==> config.mk <==
export PLATFORM = sky130hd
export DESIGN_NAME = mem_port_arbiter
export DESIGN_NICKNAME = d
export VERILOG_FILES = /design/src/rtl/mem_arb_pkg.sv /design/src/rtl/mem_arb_timeout.sv /design/src/rtl/mem_port_arbiter.sv
export SDC_FILE = /design/constraint.sdc
export NUM_CORES = 1
export LEC_CHECK = 0
export BUFFER_PORTS_ARGS = -buffer_cell sky130_fd_sc_hd__buf_2
export CAP_MARGIN = 5
export CORE_ASPECT_RATIO = 1.4
export CORE_MARGIN = 2
export CORE_UTILIZATION = 48
export DETAILED_ROUTE_END_ITERATION = 7
export PLACE_DENSITY = 0.86
export SYNTH_ARGS = -nofsm -noshare
export SYNTH_HDL_FRONTEND = slang
export SYNTH_HIERARCHICAL = 1
export SYNTH_SLANG_ARGS = --single-unit
==> constraint.sdc <==
create_clock -name clk -period 5.3 [get_ports clk]
set_input_delay 0.265 -clock clk [delete_from_list [all_inputs] [get_ports clk]]
set_output_delay 0.265 -clock clk [all_outputs]
set_load 0.02 [all_outputs]
==> src/rtl/mem_arb_pkg.sv <==
// Shared types and constants for the instruction/data memory port arbiter.
package mem_arb_pkg;

  // Arbiter FSM states
  typedef enum logic [1:0] {
    IDLE    = 2'd0,
    ACCESS  = 2'd1,
    REJECT  = 2'd2,
    RELEASE = 2'd3
  } arb_state_e;

  // Access size encoding shared by d_size and mem_size (2'b11 is reserved)
  localparam logic [1:0] SZ_BYTE = 2'b00;
  localparam logic [1:0] SZ_HALF = 2'b01;
  localparam logic [1:0] SZ_WORD = 2'b10;

  // Owner encoding for the owner output
  localparam logic OWN_FETCH = 1'b0;
  localparam logic OWN_DATA  = 1'b1;

  // An access is legal when its size is defined and the address is naturally aligned.
  function automatic logic access_legal(input logic [1:0] size, input logic [1:0] addr_lo);
    logic ok;
    case (size)
      SZ_BYTE: ok = 1'b1;
      SZ_HALF: ok = ~addr_lo[0];
      SZ_WORD: ok = (addr_lo == 2'b00);
      default: ok = 1'b0;
    endcase
    access_legal = ok;
  endfunction

endpackage

==> src/rtl/mem_arb_timeout.sv <==
// Timeout counter for one memory access: cleared at grant, advanced on each
// ACCESS edge without MOC. expired flags the edge on which the count reaches
// TIMEOUT_CYCLES, so the abort is registered on that same edge.
module mem_arb_timeout #(
  parameter int TIMEOUT_CYCLES = 15
) (
  input  logic clk,
  input  logic rst,
  input  logic clr,
  input  logic en,
  output logic expired
);

  localparam logic [7:0] LAST_COUNT = 8'(TIMEOUT_CYCLES - 1);

  logic [7:0] count_q;

  // Count waiting edges; clear has priority so a fresh grant always starts at zero.
  always_ff @(posedge clk or posedge rst) begin
    if (rst) begin
      count_q <= '0;
    end else if (clr) begin
      count_q <= '0;
    end else if (en) begin
      count_q <= count_q + 8'd1;
    end
  end

  assign expired = en && (count_q == LAST_COUNT);

endmodule

==> src/rtl/mem_port_arbiter.sv <==
// Round-robin arbiter sharing one memory port between instruction fetch and
// data access. Checks alignment at grant, drives MOV/RW/address/data/size,
// completes the MOC handshake and reports rejected or timed-out accesses.
//
// Handshake: a requester raises x_req with its command and holds both stable
// until x_done pulses for one cycle (x_err qualifies it). Holding x_req high
// through x_done issues another request. Towards memory, MOV is held until MOC
// is seen high (or the timeout fires); MOC must then stay high until MOV drops,
// and no new MOV is issued until MOC has been seen low again.
module mem_port_arbiter
  import mem_arb_pkg::*;
#(
  parameter int TIMEOUT_CYCLES = 15
) (
  input  logic        clk,
  input  logic        reset,
  input  logic        f_req,
  input  logic [31:0] f_addr,
  output logic        f_done,
  output logic [31:0] f_rdata,
  output logic        f_err,
  input  logic        d_req,
  input  logic        d_rw,
  input  logic [1:0]  d_size,
  input  logic [31:0] d_addr,
  input  logic [31:0] d_wdata,
  output logic        d_done,
  output logic [31:0] d_rdata,
  output logic        d_err,
  output logic        MOV,
  output logic        RW,
  output logic [31:0] mem_addr,
  output logic [31:0] mem_wdata,
  output logic [1:0]  mem_size,
  input  logic        MOC,
  input  logic [31:0] mem_rdata,
  output logic        busy,
  output logic        owner,
  output arb_state_e  dbg_state
);

  arb_state_e  state_q, state_n;
  logic        mov_q, mov_n;
  logic        rw_q, rw_n;
  logic [31:0] addr_q, addr_n;
  logic [31:0] wdata_q, wdata_n;
  logic [1:0]  size_q, size_n;
  logic        owner_q, owner_n;
  logic        f_done_q, f_done_n, f_err_q, f_err_n;
  logic        d_done_q, d_done_n, d_err_q, d_err_n;
  logic [31:0] f_rdata_q, f_rdata_n;
  logic [31:0] d_rdata_q, d_rdata_n;
  logic        grant_data, grant_legal;
  logic        tmo_clr, tmo_en, tmo_expired;

  assign tmo_en = (state_q == ACCESS) && !MOC;

  mem_arb_timeout #(
    .TIMEOUT_CYCLES(TIMEOUT_CYCLES)
  ) u_timeout (
    .clk     (clk),
    .rst     (reset),
    .clr     (tmo_clr),
    .en      (tmo_en),
    .expired (tmo_expired)
  );

  // Register FSM state and every output; owner resets to data so fetch wins first contention.
  always_ff @(posedge clk or posedge reset) begin
    if (reset) begin
      state_q   <= IDLE;
      mov_q     <= 1'b0;
      rw_q      <= 1'b0;
      addr_q    <= '0;
      wdata_q   <= '0;
      size_q    <= '0;
      owner_q   <= OWN_DATA;
      f_done_q  <= 1'b0;
      f_err_q   <= 1'b0;
      f_rdata_q <= '0;
      d_done_q  <= 1'b0;
      d_err_q   <= 1'b0;
      d_rdata_q <= '0;
    end else begin
      state_q   <= state_n;
      mov_q     <= mov_n;
      rw_q      <= rw_n;
      addr_q    <= addr_n;
      wdata_q   <= wdata_n;
      size_q    <= size_n;
      owner_q   <= owner_n;
      f_done_q  <= f_done_n;
      f_err_q   <= f_err_n;
      f_rdata_q <= f_rdata_n;
      d_done_q  <= d_done_n;
      d_err_q   <= d_err_n;
      d_rdata_q <= d_rdata_n;
    end
  end

  // Next-state and next-output logic: arbitration, legality, MOC handshake and timeout.
  always_comb begin
    state_n     = state_q;
    mov_n       = mov_q;
    rw_n        = rw_q;
    addr_n      = addr_q;
    wdata_n     = wdata_q;
    size_n      = size_q;
    owner_n     = owner_q;
    f_done_n    = 1'b0;
    f_err_n     = 1'b0;
    f_rdata_n   = f_rdata_q;
    d_done_n    = 1'b0;
    d_err_n     = 1'b0;
    d_rdata_n   = d_rdata_q;
    grant_data  = 1'b0;
    grant_legal = 1'b0;
    tmo_clr     = 1'b0;

    case (state_q)
      IDLE: begin
        if (f_req || d_req) begin
          // Under contention the port that did not own the last grant wins.
          grant_data  = d_req && (!f_req || (owner_q == OWN_FETCH));
          grant_legal = grant_data ? access_legal(d_size, d_addr[1:0])
                                   : access_legal(SZ_WORD, f_addr[1:0]);
          owner_n     = grant_data ? OWN_DATA : OWN_FETCH;
          if (grant_legal) begin
            state_n = ACCESS;
            mov_n   = 1'b1;
            tmo_clr = 1'b1;
            if (grant_data) begin
              rw_n    = d_rw;
              addr_n  = d_addr;
              wdata_n = d_wdata;
              size_n  = d_size;
            end else begin
              rw_n    = 1'b1;
              addr_n  = f_addr;
              wdata_n = '0;
              size_n  = SZ_WORD;
            end
          end else begin
            state_n = REJECT;
          end
        end
      end

      ACCESS: begin
        if (MOC) begin
          mov_n   = 1'b0;
          state_n = RELEASE;
          if (owner_q == OWN_DATA) begin
            d_done_n = 1'b1;
            if (rw_q) d_rdata_n = mem_rdata;
          end else begin
            f_done_n  = 1'b1;
            f_rdata_n = mem_rdata;
          end
        end else if (tmo_expired) begin
          mov_n   = 1'b0;
          state_n = IDLE;
          if (owner_q == OWN_DATA) begin
            d_done_n = 1'b1;
            d_err_n  = 1'b1;
          end else begin
            f_done_n = 1'b1;
            f_err_n  = 1'b1;
          end
        end
      end

      REJECT: begin
        state_n = IDLE;
        if (owner_q == OWN_DATA) begin
          d_done_n = 1'b1;
          d_err_n  = 1'b1;
        end else begin
          f_done_n = 1'b1;
          f_err_n  = 1'b1;
        end
      end

      RELEASE: begin
        // Memory must see MOV low and drop MOC before the port is reused.
        if (!MOC) state_n = IDLE;
      end

      default: state_n = IDLE;
    endcase
  end

  assign MOV       = mov_q;
  assign RW        = rw_q;
  assign mem_addr  = addr_q;
  assign mem_wdata = wdata_q;
  assign mem_size  = size_q;
  assign owner     = owner_q;
  assign f_done    = f_done_q;
  assign f_err     = f_err_q;
  assign f_rdata   = f_rdata_q;
  assign d_done    = d_done_q;
  assign d_err     = d_err_q;
  assign d_rdata   = d_rdata_q;
  assign busy      = (state_q != IDLE);
  assign dbg_state = state_q;

endmodule

==> results.yml <==
worst_setup_path:
  crit_fanout: 68
  arrival_ns: 3.53
  cp-start-kind: "register"
  critical_path_class: "reg -> reg"
  cp.required_ns: 5.62
  end_kind: "register"
cts:
  clock-sinks: 147
  clk_pin_slew_ns: 0.06
  cts_setup_buffers: 0
  clock_latency_ns: 0.41
  cts_resized: 0
  cts_root_buf: "clkbuf_16"
  postCtsHoldBufs: 1
  cts_tree: "built"
  cts_made_buffers: 17
  clock_path_buffers: 2
  h-tree-depth: 4
finish:
  drive_above_1_share_pct: 58.6
  final_common_cell: "buf_2"
  multi_input_area_sq_mm: 0.00242
  syn2layout_area_growth_pct: 33.2
  final_cell_area_sq_mm: 0.00847
  nFillCells: 1022
  final_cell_mix: "buf_2, dfrtp_1, mux2_2, nand2_1, inv_1"
  fin_nets: 897
  fin_cells: 922
  seq_area_sq_mm: 0.00368
  final_util_pct: 65.8
routing:
  vias: 4665
  wire_per_inst_um: 17.0
  drt_iter0_drc: 133
  drc_errors: 0
  first_pass_iters: 4
  ant_nets: 0
  drt_wl_total_um: 15700
  viasPerCell: 5.06
synthesis:
  ys.flop_type: "dfrtp_1"
  ys_async_sr_fraction_pct: 100
  ys_top_cells_by_area: "dfrtp_1, mux2_2, mux2i_1"
  yosysSeqAreaShare_pct: 57.9
  synth_top_area_cell: "dfrtp_1"
  yosysWarnings: 6
  ys_seq_elements: 147
  synth_top_area_share_pct: 57.5
  syn_area_sq_mm: 0.00636
  synthesis.nets: 620
  ys_types: 38
  avgSynthCellArea_sq_um: 13.3
  syn_inst: 478
  synth_edf_count: 0
place:
  place_area_sq_mm: 0.00787
  gp_congestion: 0.836
  pre_cts_ws_ns: 2.08
  place_hpwl_um: 11600
  placedCellCount: 888
  numPortBuffers: 275
pwr:
  power_frac_clock_pct: 22.1
  swShare_pct: 39.1
  power_frac_seq_pct: 36.1
  pwr-share-comb_pct: 41.8
  p_int_mw: 3.29
  power_density_mw_per_mm2: 638
  switchingPower_mw: 2.11
  power.leakage_nw: 4.22
  power_mw: 5.40
  ir_drop_v: 0.000286
sta:
  setup_violations: 0
  finalMaxSlewViolations: 0
  final.setup.tns_ns: 0
  tightest_slew_ns: 0.852
  timing.final.ws_setup_ns: 2.10
  rsz0062_at_grt: "false"
  hold_violations: 0
  worst_hold_slack_ns: 0.0961
  fin_crit_ns: 3.20
  skew_ns: 0.0111
  achievable-frequency_mhz: 312
  fin_crit_sh_pct: 60.4
  relSlewSlack_pct: 43.2
die:
  die_height_um: 140
  die_area_sq_mm: 0.0142
  start_util_pct: 49.4
  ioPinCount: 276
  fp-row-count: 49
  die_x_um: 101
  core_sq_mm: 0.0129
global_route:
  grt_max_degree: 73
  grt_overflow_total: 0
  grt_pass1_vias: 4945
  grt_first_pass_wirelength_um: 24400
  grt.total_usage_pct: 22.3
  antenna_found_initial: 1
job:
  cap_viol_max_count: 0
status:
  outcome: "completed"
hold_path:
  hold_class: "in -> reg"
[path summary, 6_finish.rpt]
kind | start | endpoint | slack [ns] | cells past startpoint
setup reg to reg | owner | u_timeout/count_q[7] | 2.10 | 7
min in group asynchronous | reset | u_timeout/count_q[2] | 0.40 | 3
setup / recovery | owner | u_timeout/count_q[7] | 2.10 | 7
max in group asynchronous | reset | f_rdata[4] | 3.49 | 4
hold reg to reg | d_rdata[25] | d_rdata[25] | 0.50 | 1
hold / removal | d_wdata[10] | mem_wdata[10] | 0.1 | 3
[worst max-delay path: stages (launching register included)]
cell	delay [ns]
dfstp_2	0.41
a21boi_4	0.15
buf_4	0.59
o21ai_1	0.33
a21oi_4	0.65
o211ai_1	0.27
or4_1	0.52
a21oi_1	0.15
[state kept, by name (all words and copies together) (netlist names)]
register and cells:
d_err 1, mem_wdata 32, mem_size 2, RW 1
mem_addr 32, d_rdata 32, d_done 1, dbg_state 2
MOV 1, f_err 1, u_timeout/count_q 8, f_rdata 32
owner 1, f_done 1
[layout make-up]
cell class                 instances  area share (%)
multi-input combinational        269            28.5
antenna                            1          0.0296
clock buffer                      19            5.23
sequential                       147            43.5
tap                              153            2.26
clock inverter                    13            1.74
timing repair buffer             281            17.0
inverter                          39            1.79
[per-layer routing]
layer  share of wire [%]  wire length, um  vias up  GRT usage [%]
met5                   0                0        -              0
met4                 3.5              547        0           9.82
met3                 4.9              772       37           4.99
met2                  53             8320      167           38.6
met1                  38             6020     2266           26.0
li1                    -                -     2195              -
[Yosys cell counts (all sizes together) (4+ instances only)]
cell    number
clkbuf      13
dfrtp      146
mux2       130
ha           6
nand2       39
mux2i       33
inv         39
nor2        10
o21ai        7
buf         10
a21oi        8
nand4        4
[power groups by stage]
stage | clock, mW | combinational (mW) | sequential, mW
final | 1.19 | 2.26 | 1.95
after CTS | 1.21 | 2.28 | 1.95
after detailed placement | 0 | 2.27 | 1.96
after global routing | 1.26 | 2.40 | 2.01
after global placement | 0 | 2.22 | 1.93
after floorplan | 0 | 0.812 | 2.59
[cell families (layout without fill, tap and decap cells)]
kind of cell | after synthesis | count (layout) | synth area share [%]
mux | 163 | 163 | 28.2
xor+xnor | 4 | 4 | 0.551
other cells | 0 | 1 | 0
simple gates | 72 | 72 | 5.45
fa+ha+maj | 6 | 6 | 1.18
buf+inv | 62 | 352 | 4.31
flops | 147 | 147 | 57.9
compound gates | 24 | 24 | 2.42
(Power assumes the default switching activity.)
